**src/rtl/ram8_arbiter.sv**
```systemverilog
// ram8_arbiter: two-requester arbiter in front of a single-port RAM8.
// Each access takes three cycles (IDLE sample, ACCESS, RESP). gnt0/gnt1 pulse
// during ACCESS and done/done_id pulse during RESP.
// Optional feature: define ROUND_ROBIN_EN to alternate between requesters
// when both request together. Without it, requester 0 always has priority.
module ram8_arbiter #(
  parameter int DATA_W = 16,
  parameter int ADDR_W = 3
) (
  input  logic              clk,
  input  logic              reset,
  input  logic              req0,
  input  logic              req1,
  input  logic              we0,
  input  logic              we1,
  input  logic [ADDR_W-1:0] addr0,
  input  logic [ADDR_W-1:0] addr1,
  input  logic [DATA_W-1:0] din0,
  input  logic [DATA_W-1:0] din1,
  output logic              gnt0,
  output logic              gnt1,
  output logic              done,
  output logic              done_id,
  output logic [DATA_W-1:0] rdata,
  output logic [ADDR_W-1:0] ram_addr,
  output logic [DATA_W-1:0] ram_in,
  output logic              ram_load,
  input  logic [DATA_W-1:0] ram_out
);

  typedef enum logic [1:0] {
    IDLE   = 2'd0,
    ACCESS = 2'd1,
    RESP   = 2'd2
  } state_t;

  state_t              state_q;
  logic                gnt0_q;
  logic                gnt1_q;
  logic                done_q;
  logic                done_id_q;
  logic                owner_q;
  logic                we_q;
  logic [ADDR_W-1:0]   addr_q;
  logic [DATA_W-1:0]   din_q;
  logic [DATA_W-1:0]   rdata_q;
`ifdef ROUND_ROBIN_EN
  logic                last_q;
`endif

  logic                win1_d;
  logic                we_d;
  logic [ADDR_W-1:0]   addr_d;
  logic [DATA_W-1:0]   din_d;

  // Select the winning requester and mux its operands for capture in IDLE.
  always_comb begin
    win1_d = 1'b0;
    if (req0 && req1) begin
`ifdef ROUND_ROBIN_EN
      win1_d = (last_q == 1'b0);
`else
      win1_d = 1'b0;
`endif
    end else if (req1) begin
      win1_d = 1'b1;
    end else begin
      win1_d = 1'b0;
    end
    we_d   = win1_d ? we1   : we0;
    addr_d = win1_d ? addr1 : addr0;
    din_d  = win1_d ? din1  : din0;
  end

  // Arbitration FSM with all pulses, latched operands and read data registered.
  always_ff @(posedge clk) begin
    if (reset) begin
      state_q   <= IDLE;
      gnt0_q    <= 1'b0;
      gnt1_q    <= 1'b0;
      done_q    <= 1'b0;
      done_id_q <= 1'b0;
      owner_q   <= 1'b0;
      we_q      <= 1'b0;
      addr_q    <= {ADDR_W{1'b0}};
      din_q     <= {DATA_W{1'b0}};
      rdata_q   <= {DATA_W{1'b0}};
`ifdef ROUND_ROBIN_EN
      last_q    <= 1'b1;
`endif
    end else begin
      case (state_q)
        IDLE: begin
          done_q <= 1'b0;
          if (req0 || req1) begin
            state_q <= ACCESS;
            owner_q <= win1_d;
            we_q    <= we_d;
            addr_q  <= addr_d;
            din_q   <= din_d;
            gnt0_q  <= ~win1_d;
            gnt1_q  <= win1_d;
`ifdef ROUND_ROBIN_EN
            last_q  <= win1_d;
`endif
          end else begin
            state_q <= IDLE;
            gnt0_q  <= 1'b0;
            gnt1_q  <= 1'b0;
          end
        end
        ACCESS: begin
          state_q   <= RESP;
          gnt0_q    <= 1'b0;
          gnt1_q    <= 1'b0;
          done_q    <= 1'b1;
          done_id_q <= owner_q;
          if (!we_q) begin
            rdata_q <= ram_out;
          end else begin
            rdata_q <= rdata_q;
          end
        end
        RESP: begin
          state_q <= IDLE;
          done_q  <= 1'b0;
        end
        default: begin
          state_q <= IDLE;
          gnt0_q  <= 1'b0;
          gnt1_q  <= 1'b0;
          done_q  <= 1'b0;
        end
      endcase
    end
  end

  assign gnt0     = gnt0_q;
  assign gnt1     = gnt1_q;
  assign done     = done_q;
  assign done_id  = done_id_q;
  assign rdata    = rdata_q;
  assign ram_addr = addr_q;
  assign ram_in   = din_q;
  // A write in progress is aborted the moment reset is raised.
  assign ram_load = (state_q == ACCESS) && we_q && !reset;

endmodule
```
**config.mk**
```make
export PLATFORM = sky130hd
export DESIGN_NAME = ram8_arbiter
export DESIGN_NICKNAME = d
export VERILOG_FILES = /design/src/rtl/ram8_arbiter.sv
export SDC_FILE = /design/constraint.sdc
export NUM_CORES = 1
export LEC_CHECK = 0
export CAP_MARGIN = 20
export CORE_MARGIN = 5
export CORE_UTILIZATION = 28
export DETAILED_ROUTE_END_ITERATION = 12
export GPL_ROUTABILITY_DRIVEN = 0
export PLACE_DENSITY = 0.65
export SKIP_CTS_REPAIR_TIMING = 1
export SLEW_MARGIN = 20
export SYNTH_ARGS = -nofsm -noshare
export SYNTH_HDL_FRONTEND = slang
export SYNTH_SLANG_ARGS = --single-unit
```
**constraint.sdc**
```tcl
create_clock -name clk -period 2.2 [get_ports clk]
set_input_delay 0.55 -clock clk [delete_from_list [all_inputs] [get_ports clk]]
set_output_delay 0.55 -clock clk [all_outputs]
set_load 0.05 [all_outputs]
```
After elaboration in Yosys (flattened, before gate mapping)
Index checks and enable logic that the tools add are counted.
- register bits: 43
- output and inout bits: 40
- logic and storage cells: 34
- eq/ne operators: 2
- multiplexer cells: 12
- bitwise operators: 2
- reductions and logical operators: 8
- operators with widths (kind ; count):
    16-bit two-way mux ; 1
    1-bit two-way mux ; 7
    1-bit one-hot mux with 2 select lines ; 2
    2-bit one-hot mux with 2 select lines ; 1
    2-bit AND reduction ; 2
    1-bit logical AND ; 3
    3-bit two-way mux ; 1
    2-bit by 1-bit == test with 1-bit output, second input constant ; 1
    2-bit == test, second input constant ; 1
    2-bit zero test ; 1
    1-bit NOT ; 2
    1-bit zero test ; 1
    1-bit logical OR ; 1

Longest topological paths before layout
Gate-level depths: netlist (run 1).
- depth in word-level cells: 5
- gate-level depth with buffers: 6

Worst setup path before layout (run 1)
Ideal clock, no wire load.
- path kind: flip-flop to output port
- start: register state_q[1]
- end: output port ram_load
- arrival: 1360 ps
- data required time: 1650 ps
- slack: 290 ps
- cell stages (with the launch flop): 5
- path buffers: 1
- cells stage by stage: dfxtp_1 -> buf_6 -> nand2b_1 -> nor2_1 -> and2_1
- longest elaborated chain between the ends: 3
- ends and longest elaborated chain (what ; RTL line ; source):
    from (decl) ; 37 ; state_t state_q;
    from (signal assigned) ; 78 ; state_q <= IDLE;
    from (signal assigned) ; 96 ; state_q <= ACCESS;
    from (signal assigned) ; 107 ; state_q <= IDLE;
    2-bit by 1-bit == test with 1-bit output ; 146 ; assign ram_load = (state_q == ACCESS) && we_q && !reset;
    1-bit logical AND (2 in series) ; 146 ;
    to (decl) ; 27 ; output logic ram_load,
No other way between the ends.

Worst setup path after layout (run 1)
- start: register din_q[15], in the netlist ram_in[15]
- end: output port ram_in[15]
- RTL lines (what ; RTL line ; source):
    from (decl) ; 45 ; logic [DATA_W-1:0] din_q;
    from (signal assigned) ; 86 ; din_q <= {DATA_W{1'b0}};
    from (signal assigned) ; 100 ; din_q <= din_d;
    to (decl) ; 26 ; output logic [DATA_W-1:0] ram_in,
No word-level cell between the ends.

==> results of run 1 <==
-- registers in the layout, indices dropped and copies added, names as in the netlist --
name      count
done_id       1
gnt1          1
state_q       2
gnt0          1
we_q          1
ram_in       16
rdata        16
owner_q       1
ram_addr      3
-- placed cells by master, fill, tap and decap left out --
cell and n:
sky130_fd_sc_hd__nor3b_2 1, sky130_fd_sc_hd__nand2b_1 2, sky130_fd_sc_hd__nor3_1 2, sky130_fd_sc_hd__nor2_2 1
sky130_fd_sc_hd__or2_1 1, sky130_fd_sc_hd__a21oi_1 37, sky130_fd_sc_hd__mux2i_1 3, sky130_fd_sc_hd__or3b_1 1
sky130_fd_sc_hd__clkdlybuf4s50_1 97, sky130_fd_sc_hd__and2_1 2, sky130_fd_sc_hd__dfxtp_1 42, sky130_fd_sc_hd__a211oi_1 1
sky130_fd_sc_hd__a311oi_1 20, sky130_fd_sc_hd__clkbuf_8 6, sky130_fd_sc_hd__nand2_1 72, sky130_fd_sc_hd__buf_4 11
sky130_fd_sc_hd__bufinv_16 2, sky130_fd_sc_hd__nor2b_1 2, sky130_fd_sc_hd__nor2_1 2
-- cells by family (layout without fill, tap and decap cells) --
group | after synthesis | after routing | synth area share [%]
and+or+nand+nor | 86 | 86 | 21.0
buffers and inverters | 19 | 116 | 5.90
DFF | 42 | 42 | 49.6
muxes | 3 | 3 | 1.77
AOI/OAI and AO/OA | 58 | 58 | 21.7
-- power by group through the flow --
stage	sequential, mW	clock, mW	combinational (mW)
after detailed placement	0.884	0	0.657
final	0.866	0.756	0.649
after global placement	0.883	0	0.653
after global routing	0.875	0.809	0.696
after CTS	0.867	0.783	0.658
after floorplan	1.09	0	0.177
-- final cells by class --
class                      count  area [sq um]  share of cell area (%)
timing repair buffer         108          1050                    36.5
sequential                    42           841                    29.1
multi-input combinational    147           757                    26.2
tap                           75          93.8                    3.25
clock buffer                   6          82.6                    2.86
clock inverter                 2          60.1                    2.08
-- final timing paths --
path                           start                      end  slack, ns  cells past startpoint
max          ram_in[15]$_SDFFE_PP0P_               ram_in[15]       0.18                      1
min            rdata[6]$_SDFFE_PP0P_    rdata[6]$_SDFFE_PP0P_       0.46                      2
min reg2reg    rdata[6]$_SDFFE_PP0P_    rdata[6]$_SDFFE_PP0P_       0.46                      2
max reg2reg    state_q[1]$_SDFF_PP0_  ram_in[15]$_SDFFE_PP0P_       0.66                      3
-- metrics by stage --
| stage | util (%) | instance area [sq um] | hold WS, ns | power [mW] | setup TNS, ns |
|---|---|---|---|---|---|
| after floorplan | - | 1700 | 0.461 | 1.27 | 0 |
| after global placement | 46.4 | 2750 | 0.442 | 1.54 | 0 |
| after detailed placement | 46.4 | 2750 | 0.447 | 1.54 | -1.02 |
| after CTS | 48.8 | 2890 | 0.459 | 2.31 | 0 |
| after global routing | 48.8 | 2890 | 0.474 | 2.38 | 0 |
| final | 48.8 | 2890 | 0.457 | 2.27 | 0 |
-- per-layer routing --
metal	wire [um]	share of wire [%]	GRT usage, %	vias to the layer above
met1	2200	42	16.8	789
met3	565	11	5.17	8
met5	0	0	0	-
met4	58	1.1	3.77	0
met2	2370	46	22.7	69
li1	-	-	-	907
==> impl_metrics.ini, run 1 <==
[status]
outcome = complete, no violations

[die]
num_rows = 28
die_height_um = 87.8
initial_core_util_pct = 28.6
core_sq_mm = 0.00592
dieArea_sq_mm = 0.00771
design.portCount = 100
die_x_um = 87.8

[sta]
layout_setup_ws_ns = 0.185
timing_worst_slew_pin_value_ns = 0.772
max_freq_mhz = 496
grt_setup_unrepaired = no
timing.final.crit_share_pct = 91.6
timing.clock.skew_ns = 0.00539
timing_max_transition_violations_final = 0
final_hold_viol_count = 0
setup_viol = 0
fin_crit_ns = 2.02
timing.slew.headroom_pct = 48.6

[setup_path]
worstSetupEndpointType = primary output
crit_path_top_delay_cell = sky130_fd_sc_hd__clkdlybuf4s50_1
worstPathArrival_ns = 1.47
cp_top_family = buffers and inverters
crit_fanout = 2
crit_path_cell_trace = clkdlybuf4s50_1
startpoint_type = flip-flop
cp_slowest_stage_delay_ns = 0.82
timing.setup.critical_path_class = flip-flop to primary output
worstPathRequired_ns = 1.65
crit_buf_inv = 1

[synth]
synth_warnings = 0
number_of_enable_type_register_cells_in_the_synthesized_netlist = 0
synth_top_flop_cell = sky130_fd_sc_hd__dfxtp_1
synth_top_area_cell = sky130_fd_sc_hd__dfxtp_1
synth-async-reset-ratio_pct = 0
postSynthRegisterBits = 42
post_synth_num_cell_types = 19
synth.net_count = 268
mapped_area_sq_mm = 0.00170
synth.yosys.seq_area_share_pct = 49.6
post-synth-top-area-fraction_pct = 49.6
syn-instance-count = 208
synth.avg_cell_area_sq_um = 8.15
synthTopCellsByCount = sky130_fd_sc_hd__nand2_1, sky130_fd_sc_hd__dfxtp_1, sky130_fd_sc_hd__a21oi_1, sky130_fd_sc_hd__a311oi_1
post_synth_main_area_contributors = sky130_fd_sc_hd__dfxtp_1, sky130_fd_sc_hd__nand2_1, sky130_fd_sc_hd__a21oi_1, sky130_fd_sc_hd__a311oi_1, sky130_fd_sc_hd__buf_2
synth.most_common_cell = sky130_fd_sc_hd__nand2_1

[power]
combinationalPowerShare_pct = 28.6
pwr_density_cell_mw_per_mm2 = 787
vdd_ir_drop_max_v = 0.000350
netSwitchingFraction_pct = 30.5
static-leakage-power_nw = 1.07
cellInternalPower_mw = 1.58
share_clk_of_total_power_pct = 33.3
sequential_power_share_pct = 38.1
switching_power_mw = 0.693

[drt]
routed_wire_length_per_instance_um = 13.7
drc_errors = 0
final_routed_wirelength_across_all_metal_layers_mm = 5.19
initialDrtViolationCount = 47
ant_nets = 0
vias = 1773
detail_route.first_pass.iterations = 5
vias_per_cell = 4.67

[clocking]
htree_levels = 2
clock_tree.buffer_depth = 2
clock_tree_root = sky130_fd_sc_hd__clkbuf_8
cts.clk_slew.worst_paths_ns = 0.08
cts_inserted_buffers = 5
clock_sinks = 42
clkLatencyLatePin_ns = 0.29
tritoncts = built

[placed_design]
dpl_worst_slack_ns = -0.0711
post_dp_hpwl_mm = 3.74
port_buffers = 99
place_inst = 372

[min_path]
holdCritPathClass = flip-flop to flip-flop

[grt]
grt_antenna_before_repair = 0
via_count_of_the_first_global_routing_pass = 1770
grt_pass1_wl_mm = 8.36
grt-ovfl-total = 0
maximum_number_of_pins_on_one_net_before_global_route_repair = 42
total_routing_resource_utilization_after_global_routing_pct = 13.7

[finish]
total_of_fill_cells_in_the_finished_design = 587
layout-drive-gt1-share_pct = 6.89
layout.nets = 364
final-instance-count-excl-fill = 380
diode_insertion_count_for_antenna_repair = 0
flow.area_growth_from_synthesis_pct = 70.3

[run]
cap_viol_max_count = 0
(Power assumes the default switching activity.)
==> run 2, diff against run 1 <==
==> constraint.sdc (replaced) <==
create_clock -name clk -period 1.94 [get_ports clk]
set_input_delay 0.485 -clock clk [delete_from_list [all_inputs] [get_ports clk]]
set_output_delay 0.485 -clock clk [all_outputs]
set_load 0.05 [all_outputs]
==> impl_metrics.ini, run 2 (same netlist as run 1, synthesis figures left out) <==
[status]
outcome = complete, no violations

[die]
die_x_um = 87.8
design.portCount = 100
dieArea_sq_mm = 0.00771
die_height_um = 87.8
initial_core_util_pct = 28.6
num_rows = 28
core_sq_mm = 0.00592

[finish]
layout_common_cells = sky130_fd_sc_hd__nand2_1, sky130_fd_sc_hd__clkdlybuf4s50_1, sky130_fd_sc_hd__buf_4
sequential_cell_area_sq_um = 841
layout-drive-gt1-share_pct = 19.5
layout.nets = 368
flow.area_growth_from_synthesis_pct = 63.5
finalInstanceArea_sq_mm = 0.00277
final_core_util_pct = 46.8
total_of_fill_cells_in_the_finished_design = 639
diode_insertion_count_for_antenna_repair = 0
multi_input_comb_area_sq_um = 757
layout.cells.most_common = sky130_fd_sc_hd__nand2_1

[drt]
ant_nets = 0
routed_wire_length_per_instance_um = 13.4
drc_errors = 0
initialDrtViolationCount = 46
vias_per_cell = 4.58
vias = 1755
detail_route.first_pass.iterations = 4
final_routed_wirelength_across_all_metal_layers_mm = 5.14

[setup_path]
worstPathRequired_ns = 1.45
worstPathArrival_ns = 1.39
worst-r2r-cell-count = 4
crit_fanout = 2
r2r_start = state_q[1]$_SDFF_PP0_
timing.rr.end = rdata[12]$_SDFFE_PP0P_
worstSetupEndpointType = primary output
crit_start = reset
timing.setup.critical_path_class = primary input to primary output
regToRegSetupSlack_ns = 0.49
cp-endpoint = ram_load
startpoint_type = primary input

[placed_design]
placedInstanceArea_sq_mm = 0.00269
port_buffers = 99
post_dp_hpwl_mm = 3.87
dpl_worst_slack_ns = 0.0153

[sta]
fin_crit_ns = 1.88
tns_setup_ns = 0
timing_max_transition_violations_final = 0
layout_setup_ws_ns = 0.0634
timing_worst_slew_pin_value_ns = 0.550
max_freq_mhz = 533
timing.slew.headroom_pct = 63.4
timing.clock.skew_ns = 0.00517
timing.final.crit_share_pct = 96.7
grt_setup_unrepaired = no
setup_viol = 0
final_hold_viol_count = 0

[power]
pwr_density_cell_mw_per_mm2 = 808
vdd_ir_drop_max_v = 0.000254
static-leakage-power_nw = 1.13

[clocking]
clock_sinks = 42
tritoncts = built
htree_levels = 2
cts.clk_slew.worst_paths_ns = 0.07
cts_inserted_buffers = 5
clock_tree_root = sky130_fd_sc_hd__clkbuf_8
clkLatencyLatePin_ns = 0.29
clock_tree.buffer_depth = 2

[run]
cap_viol_max_count = 0

[grt]
grt_antenna_before_repair = 0
maximum_number_of_pins_on_one_net_before_global_route_repair = 42
grt_pass1_wl_mm = 8.31
total_routing_resource_utilization_after_global_routing_pct = 13.3
grt-ovfl-total = 0
via_count_of_the_first_global_routing_pass = 1724

[min_path]
holdCritPathClass = flip-flop to flip-flop
hold_path_depth = 2
run 2: metrics by stage:
| step | instances | hold slack, ns | power [mW] |
|---|---|---|---|
| after global routing | 383 | 0.472 | 2.36 |
| after floorplan | 208 | 0.461 | 1.44 |
| final | 383 | 0.456 | 2.24 |
| after detailed placement | 376 | 0.447 | 1.74 |
| after global placement | 376 | 0.443 | 1.74 |
| after CTS | 383 | 0.458 | 2.28 |
run 2: worst max-delay path: stages:
cell and delay [ns]:
sky130_fd_sc_hd__clkdlybuf4s50_1 0.43, sky130_fd_sc_hd__nor2_1 0.14, sky130_fd_sc_hd__and2_1 0.17, sky130_fd_sc_hd__buf_6 0.16
run 2: worst min-delay path by stage:
stage | from | endpoint | slack (ns)
final | rdata[0]$_SDFFE_PP0P_ | rdata[0]$_SDFFE_PP0P_ | 0.46
after global routing | rdata[10]$_SDFFE_PP0P_ | rdata[10]$_SDFFE_PP0P_ | 0.47
after CTS | rdata[10]$_SDFFE_PP0P_ | rdata[10]$_SDFFE_PP0P_ | 0.46
after detailed placement | rdata[10]$_SDFFE_PP0P_ | rdata[10]$_SDFFE_PP0P_ | 0.45
after global placement | rdata[6]$_SDFFE_PP0P_ | rdata[6]$_SDFFE_PP0P_ | 0.44
after floorplan | owner_q$_SDFFE_PP0P_ | done_id$_SDFFE_PP0N_ | 0.46
run 2: layout make-up:
cell class                      count  share of cell area (%)
Timing Repair Buffer              112                    36.2
Sequential cell                    42                    30.3
Multi-Input combinational cell    147                    27.3
Tap cell                           75                    3.38
Clock buffer                        7                    2.75
run 2: power breakdown:
group	total [mW]	internal, mW	switching (mW)
Clock	0.527	0.248	0.279
Combinational	0.731	0.294	0.438
Sequential	0.982	0.939	0.0437
run 2: metal layers:
layer  GRT usage, %  vias up  part of all wire (%)
met5              0        -                     0
met4           2.09        0                  0.60
met3           5.08        4                    11
met2           22.1       75                    45
met1           16.8      765                    43
li1               -      911                     -
